--- config.mk ---
export PLATFORM = sky130hd
export DESIGN_NAME = count_history
export DESIGN_NICKNAME = d
export VERILOG_FILES = /design/src/rtl/count_history_pkg.sv /design/src/rtl/history_ram.sv /design/src/rtl/count_history.sv
export SDC_FILE = /design/constraint.sdc
export NUM_CORES = 1
export LEC_CHECK = 0
export CORE_MARGIN = 2
export CORE_UTILIZATION = 40
export DETAILED_ROUTE_END_ITERATION = 7
export GPL_ROUTABILITY_DRIVEN = 0
export SLEW_MARGIN = 20
export SYNTH_ARGS = -nofsm -noshare
export SYNTH_HDL_FRONTEND = slang
export SYNTH_SLANG_ARGS = --single-unit
--- constraint.sdc ---
create_clock -name clk -period 2.6 [get_ports clk]
set_input_delay 0.52 -clock clk [delete_from_list [all_inputs] [get_ports clk]]
set_output_delay 0.52 -clock clk [all_outputs]
set_load 0.05 [all_outputs]
--- src/rtl/count_history_pkg.sv ---
// count_history_pkg: shared defaults, clog2 helper and parameter check macro
`define CH_PARAM_CHECK(W, D, M) \
  if ((D) < 2 || ((D) & ((D) - 1)) != 0) begin : g_bad_depth \
    $error("count_history: DEPTH must be a power of two >= 2"); \
  end \
  if ((W) < 1 || (W) > 32 || (M) > ((64'd1 << (W)) - 64'd1)) begin : g_bad_max \
    $error("count_history: WIDTH out of range or MAX_COUNT exceeds 2**WIDTH-1"); \
  end
package count_history_pkg;
  localparam int DEF_WIDTH = 8;
  localparam int DEF_DEPTH = 16;
  function automatic int clog2(input int v);
    int r;
    r = 0;
    while ((1 << r) < v) r++;
    return r;
  endfunction
endpackage

--- src/rtl/history_ram.sv ---
// history_ram: DEPTH x WIDTH storage, one write port, registered read-before-write port
module history_ram #(
  parameter int WIDTH = 8,
  parameter int DEPTH = 16,
  parameter int AW = 4
) (
  input  logic             clk,
  input  logic             i_we,
  input  logic [AW-1:0]    i_waddr,
  input  logic [WIDTH-1:0] i_wdata,
  input  logic [AW-1:0]    i_raddr,
  output logic [WIDTH-1:0] o_rdata
);
  logic [WIDTH-1:0] r_mem [DEPTH];
  always_ff @(posedge clk) begin
    if (i_we) r_mem[i_waddr] <= i_wdata;
    o_rdata <= r_mem[i_raddr];
  end
endmodule

--- src/rtl/count_history.sv ---
// count_history: up/down counter with terminal pulse, load, and age-addressed history ring
module count_history
  import count_history_pkg::*;
#(
  parameter int              WIDTH     = DEF_WIDTH,
  parameter int              DEPTH     = DEF_DEPTH,
  parameter longint unsigned MAX_COUNT = (64'd1 << WIDTH) - 64'd1,
  localparam int             AW        = clog2(DEPTH)
) (
  input  logic             clk,
  input  logic             rst_n,
  input  logic             en,
  input  logic             up,
  input  logic             load,
  input  logic [WIDTH-1:0] load_value,
  input  logic             freeze,
  input  logic [AW-1:0]    rd_addr,
  output logic [WIDTH-1:0] rd_data,
  output logic             rd_valid,
  output logic [WIDTH-1:0] count,
  output logic             tc_pulse,
  output logic [AW:0]      fill
);
  `CH_PARAM_CHECK(WIDTH, DEPTH, MAX_COUNT)
  localparam logic [WIDTH-1:0] MAXC = WIDTH'(MAX_COUNT);
  localparam logic [AW:0]      FULL = (AW + 1)'(DEPTH);
  logic [WIDTH-1:0] r_count, w_next, w_load, w_q;
  logic [AW-1:0]    r_wp, w_raddr;
  logic [AW:0]      r_fill;
  logic             r_tc, r_rd_valid, w_wrap, w_we;
  always_comb begin
    w_wrap  = up ? (r_count == MAXC) : (r_count == '0);
    w_next  = w_wrap ? (up ? '0 : MAXC) : (up ? r_count + WIDTH'(1) : r_count - WIDTH'(1));
    w_load  = (load_value > MAXC) ? MAXC : load_value;
    w_we    = rst_n & ~load & en & ~freeze;
    w_raddr = r_wp - AW'(1) - rd_addr;
  end
  always_ff @(posedge clk) begin
    if (!rst_n) begin
      r_count    <= '0;
      r_tc       <= 1'b0;
      r_wp       <= '0;
      r_fill     <= '0;
      r_rd_valid <= 1'b0;
    end else begin
      r_count    <= load ? w_load : en ? w_next : r_count;
      r_tc       <= ~load & en & w_wrap;
      r_rd_valid <= {1'b0, rd_addr} < r_fill;
      if (w_we) begin
        r_wp   <= r_wp + AW'(1);
        r_fill <= (r_fill == FULL) ? r_fill : r_fill + (AW + 1)'(1);
      end
    end
  end
  // history stores the count from before the edge that advanced it
  history_ram #(.WIDTH(WIDTH), .DEPTH(DEPTH), .AW(AW)) u_ram (
    .clk     (clk),
    .i_we    (w_we),
    .i_waddr (r_wp),
    .i_wdata (r_count),
    .i_raddr (w_raddr),
    .o_rdata (w_q)
  );
  assign rd_data  = r_rd_valid ? w_q : '0;
  assign rd_valid = r_rd_valid;
  assign count    = r_count;
  assign tc_pulse = r_tc;
  assign fill     = r_fill;
endmodule

Word-level counts from Yosys, hierarchy flattened
Memory sizes are Yosys's and may differ from the RTL's. A register that Yosys moved wholly into a read port is not among the register bits.
Index checks and enable logic that the tools add are counted.
{ "totals": {"out_inout_bits": 23, "memories": 1, "ram_bits": 128, "ff_bits": 19, "inputBits": 18} }
{ "mem_list": {"columns": ["name", "depth", "word_bits", "read_ports", "rd_ports_with_merged_regs", "write_ports", "line_no", "text"], "rows": [
  ["u_ram.r_mem", 16, 8, 1, 1, 1, "history_ram.sv:14", "logic [WIDTH-1:0] r_mem [DEPTH];"]
]} }
{ "op_classes": {"bitwise_logic": 8, "n_reduce_logical": 3, "add_sub_neg": 6, "order_cmp": 2, "mux": 10, "eq_ne": 2} }
{ "ops": {"columns": ["cell", "n"], "rows": [
  ["8-bit 2-to-1 mux", 7],
  ["8-bit by 1-bit adder with 8-bit output (second input constant)", 1],
  ["8-bit == test (second input constant)", 1],
  ["8-bit greater-than comparator (second input constant)", 1],
  ["8-bit logical NOT", 1],
  ["8-bit by 1-bit subtractor with 8-bit output (second input constant)", 1],
  ["5-bit by 1-bit adder with 5-bit output (second input constant)", 1],
  ["1-bit bitwise AND", 5],
  ["5-bit == test (second input constant)", 1],
  ["4-bit by 5-bit less-than comparator with 1-bit output", 1],
  ["4-bit by 1-bit adder with 4-bit output (second input constant)", 1],
  ["4-bit by 1-bit subtractor with 4-bit output (second input constant)", 1],
  ["4-bit subtractor", 1],
  ["1-bit 2-to-1 mux", 3],
  ["1-bit inverter", 3],
  ["2-bit AND reduction", 1],
  ["2-bit nonzero test", 1]
]} }

Logic depth before layout (Yosys ltp)
{ "depth": {"ltp_word": 6, "ltp_mapped": 9} }

Hierarchy
A second synthesis with hierarchy kept.
{ "hier_totals": {"cells_unflattened": 401, "hier_area_um2": 6603.8} }
{ "by_module_without_submodules": {"columns": ["module", "cells_each", "area_per_inst_um2", "n_inst", "seq_area_each_um2"], "rows": [
  ["history_ram", 229, 5147.4, 1, 4003.8],
  ["count_history", 172, 1456.4, 1, 380.4]
]} }

Worst setup path before layout
No wires, ideal clock.
{ "synth_path": {"path_type": "in2reg", "from": "input rd_addr[0]", "to": "register u_ram.o_rdata[2] (read register of u_ram.r_mem)", "t_arrival_ps": 2152, "path_slack_ps": 324, "required_ps": 2477, "n_path_buf": 1, "stages": 9, "cell_sequence": "inv_1 > ha_1 > inv_1 > fa_1 > buf_4 > mux4_2 > nor2b_1 > a211oi_1 > a21oi_1"} }
{ "synth_via": {"elab_chain_len": 1} }
{ "synth_lines": {"columns": ["element", "line_no", "text"], "rows": [
  ["from (decl)", "count_history.sv:17", "input logic [AW-1:0] rd_addr,"],
  ["4-bit subtractor", "count_history.sv:36", "w_raddr = r_wp - AW'(1) - rd_addr;"],
  ["to (decl)", "history_ram.sv:12", "output logic [WIDTH-1:0] o_rdata"]
]} }
No other way between the ends.
A chain may end at the register's enable or synchronous reset.

Final worst setup path
{ "layout_path": {"from": "input rd_addr[0]", "to": "register u_ram.o_rdata[6] (read register of u_ram.r_mem)"} }
The elaborated chain is that of the path after synthesis.

==> results.py <==
metrics = {
    "clocking": {
        "clk_path_buf_depth": 2,
        "cts_tree": "built",
        "clock-sinks": 155,
        "holdBufCountCts": 0,
        "root_buffer": "clkbuf_16",
        "cts_buffers": 17,
        "htree_num_levels": 4,
        "clock_latency_ns": 0.42,
        "path_clk_slew_ns": 0.06,
    },
    "pwr": {
        "p_leak_nw": 2.97,
        "irDropWorstVdd_mv": 0.485,
        "pwr_density_cell_mw_per_mm2": 756,
        "power.total_w": 0.00638,
    },
    "yosys": {
        "yosysUniqueCellTypes": 44,
        "synth_area_leaders": "edfxtp_1, mux4_2, dfxtp_1",
        "syn-num-nets": 452,
        "async_reset_ff_frac": 0,
        "yosysSeqAreaShare": 0.659,
        "synthCells": 414,
        "synth_edf_count": 128,
        "ys_warn_count": 0,
        "synth_area_mm2": 0.00665,
        "synth_ff_type": "edfxtp_1",
        "ys_ff_latch": 155,
        "yosysTopAreaCellShare": 0.578,
        "synth.avg_cell_area_um2": 16.1,
        "yosysTopAreaCell": "edfxtp_1",
    },
    "placed_design": {
        "post-place-ws_ns": -0.453,
        "place_area_mm2": 0.00775,
        "hpwl_um": 9650,
        "port_buffers": 40,
    },
    "global_routing": {
        "grt_max_degree": 21,
        "grt_pass1_wl_um": 22500,
        "grt_pass1_vias": 3914,
        "grt_overflow": 0,
        "grt_antenna_before_repair": 0,
        "track_usage": 0.174,
    },
    "critical_path": {
        "cp.arrival_ns": 2.81,
        "path_max_fanout": 14,
        "cp_data_required_time_ns": 2.91,
        "worstSetupPathType": "in2reg",
        "worst_setup_path_end_kind": "flip-flop",
        "crit_path_start_kind": "input pin",
    },
    "route": {
        "detail_route.wl_per_cell_um": 19.2,
        "detail-route-antenna-nets": 0,
        "drc": 0,
        "firstDrtPassIters": 5,
        "routed_wl_um": 14300,
        "vias_per_cell": 5.18,
        "routed-via-count": 3861,
        "drt_iter0_drc": 305,
    },
    "cells_and_area": {
        "n_antenna_cell": 0,
        "final_cell_mix": "edfxtp_1, buf_4, clkdlybuf4s50_1, mux4_2, dfxtp_1",
        "layout_commonest_cell": "edfxtp_1",
        "final_area_mm2": 0.00844,
        "fin_nets": 550,
        "drive_above_1_share": 0.238,
        "area_growth_pct": 26.9,
    },
    "timing": {
        "setup-violations-final": 0,
        "fin_skew_ns": 0.00852,
        "fin_ws_ns": 0.102,
        "final_hold_viol_count": 0,
        "min_period_ns": 2.50,
        "max_freq_mhz": 400,
        "setup-tns-final_ns": 0,
        "post-route-period-util": 0.961,
        "relSlewSlack": 0.605,
        "hold_ws_ns": 0.554,
        "worst_slew_pin_slew_ns": 0.587,
        "slew_violations": 0,
    },
    "floorplanning": {
        "die_area_mm2": 0.0177,
        "die_h_um": 133,
        "num_rows": 47,
        "pin_count": 41,
        "start_util": 0.405,
        "dieWidth_um": 133,
        "core_mm2": 0.0164,
    },
    "flow_run": {
        "max-cap-violations": 0,
    },
    "run_status": {
        "status": "complete, no violations",
    },
    "worst_hold_path": {
        "hold_path_class": "reg2reg",
    },
}
[logic make-up (layout without fill, tap and decap cells)]
logic type,Yosys count,count (layout),share of synthesized area
buffers and inverters,30,141,0.0265
adders and majority gates,20,20,0.0399
DFF,155,155,0.659
AOI/OAI and AO/OA,57,57,0.0536
and+or+nand+nor,94,94,0.0736
xor gates and xnor gates,16,16,0.0233
muxes,42,42,0.124
[worst paths after layout]
path	from	endpoint	slack [ns]	cells past startpoint
hold / removal	r_wp[1]	r_wp[1]	0.55	2
setup / recovery	rd_addr[0]	u_ram.o_rdata[6]	0.10	11
hold reg to reg	r_wp[1]	r_wp[1]	0.55	2
setup reg to reg	r_wp[0]	u_ram.o_rdata[6]	0.22	9
[state kept, by name, indices dropped and copies added, names as in the netlist]
name,flops
tc_pulse,1
rd_valid,1
r_wp,4
u_ram.r_mem,128
count,8
u_ram.o_rdata,8
fill,5
[report_power, final]
group | switching, W | internal (W) | leakage (nW) | total, W
Combinational | 0.000421 | 0.000377 | 1.26 | 0.000797
Clock | 0.000979 | 0.00181 | 0.319 | 0.00278
Sequential | 0.0000342 | 0.00276 | 1.39 | 0.00280
[per-stage QoR]
stage | std cells | util
after global routing | 745 | 0.514
final | 745 | 0.514
after floorplan | 414 | -
after CTS | 745 | 0.514
after detailed placement | 713 | 0.472
after global placement | 713 | 0.472
[repair_timing]
item / CTS / global route
cloned: 0 / 0
gates resized for setup: 1 / 2
buffers inserted: 0 / 0
endpoints found under the setup margin: 1 / 2
hold endpoints to repair: 0 / 0
[critical path, cell delays in order]
cell	delay [ns]
clkdlybuf4s50_1	0.46
inv_1	0.05
ha_2	0.18
inv_1	0.06
fa_1	0.45
buf_12	0.19
buf_12	0.14
buf_4	0.14
mux4_2	0.27
mux2i_1	0.23
a21oi_1	0.10
[layer usage]
metal	up-vias	wire length, um	share of wire	GRT usage
met5	-	0	0	0
met4	0	182	0.013	0.0591
met3	14	578	0.040	0.0383
met2	101	6840	0.48	0.279
met1	1954	6670	0.47	0.237
li1	1792	-	-	-
[final cells by class]
cell class | instances | area (um2)
flip-flops and latches | 155 | 4380
fillers | 1344 | 7970
clock inverters | 14 | 243
inverters | 12 | 45.0
well taps | 220 | 275
repair buffers | 97 | 953
clock buffers | 18 | 429
multi-input cells | 229 | 2110
[Yosys cell counts, drive strengths merged (3+ instances only)]
master  count
edfxtp    128
mux4       32
dfxtp      27
a21oi      21
nand2      21
ha         18
nor2       17
and2       16
o21ai      14
xnor2      14
buf        12
inv        12
nor2b      12
mux2i      10
a211oi      9
nor3        7
clkbuf      6
nand3       6
a21o        4
nand2b      3
nand4       3
Note: power is estimated with default switching activity, not from simulation.
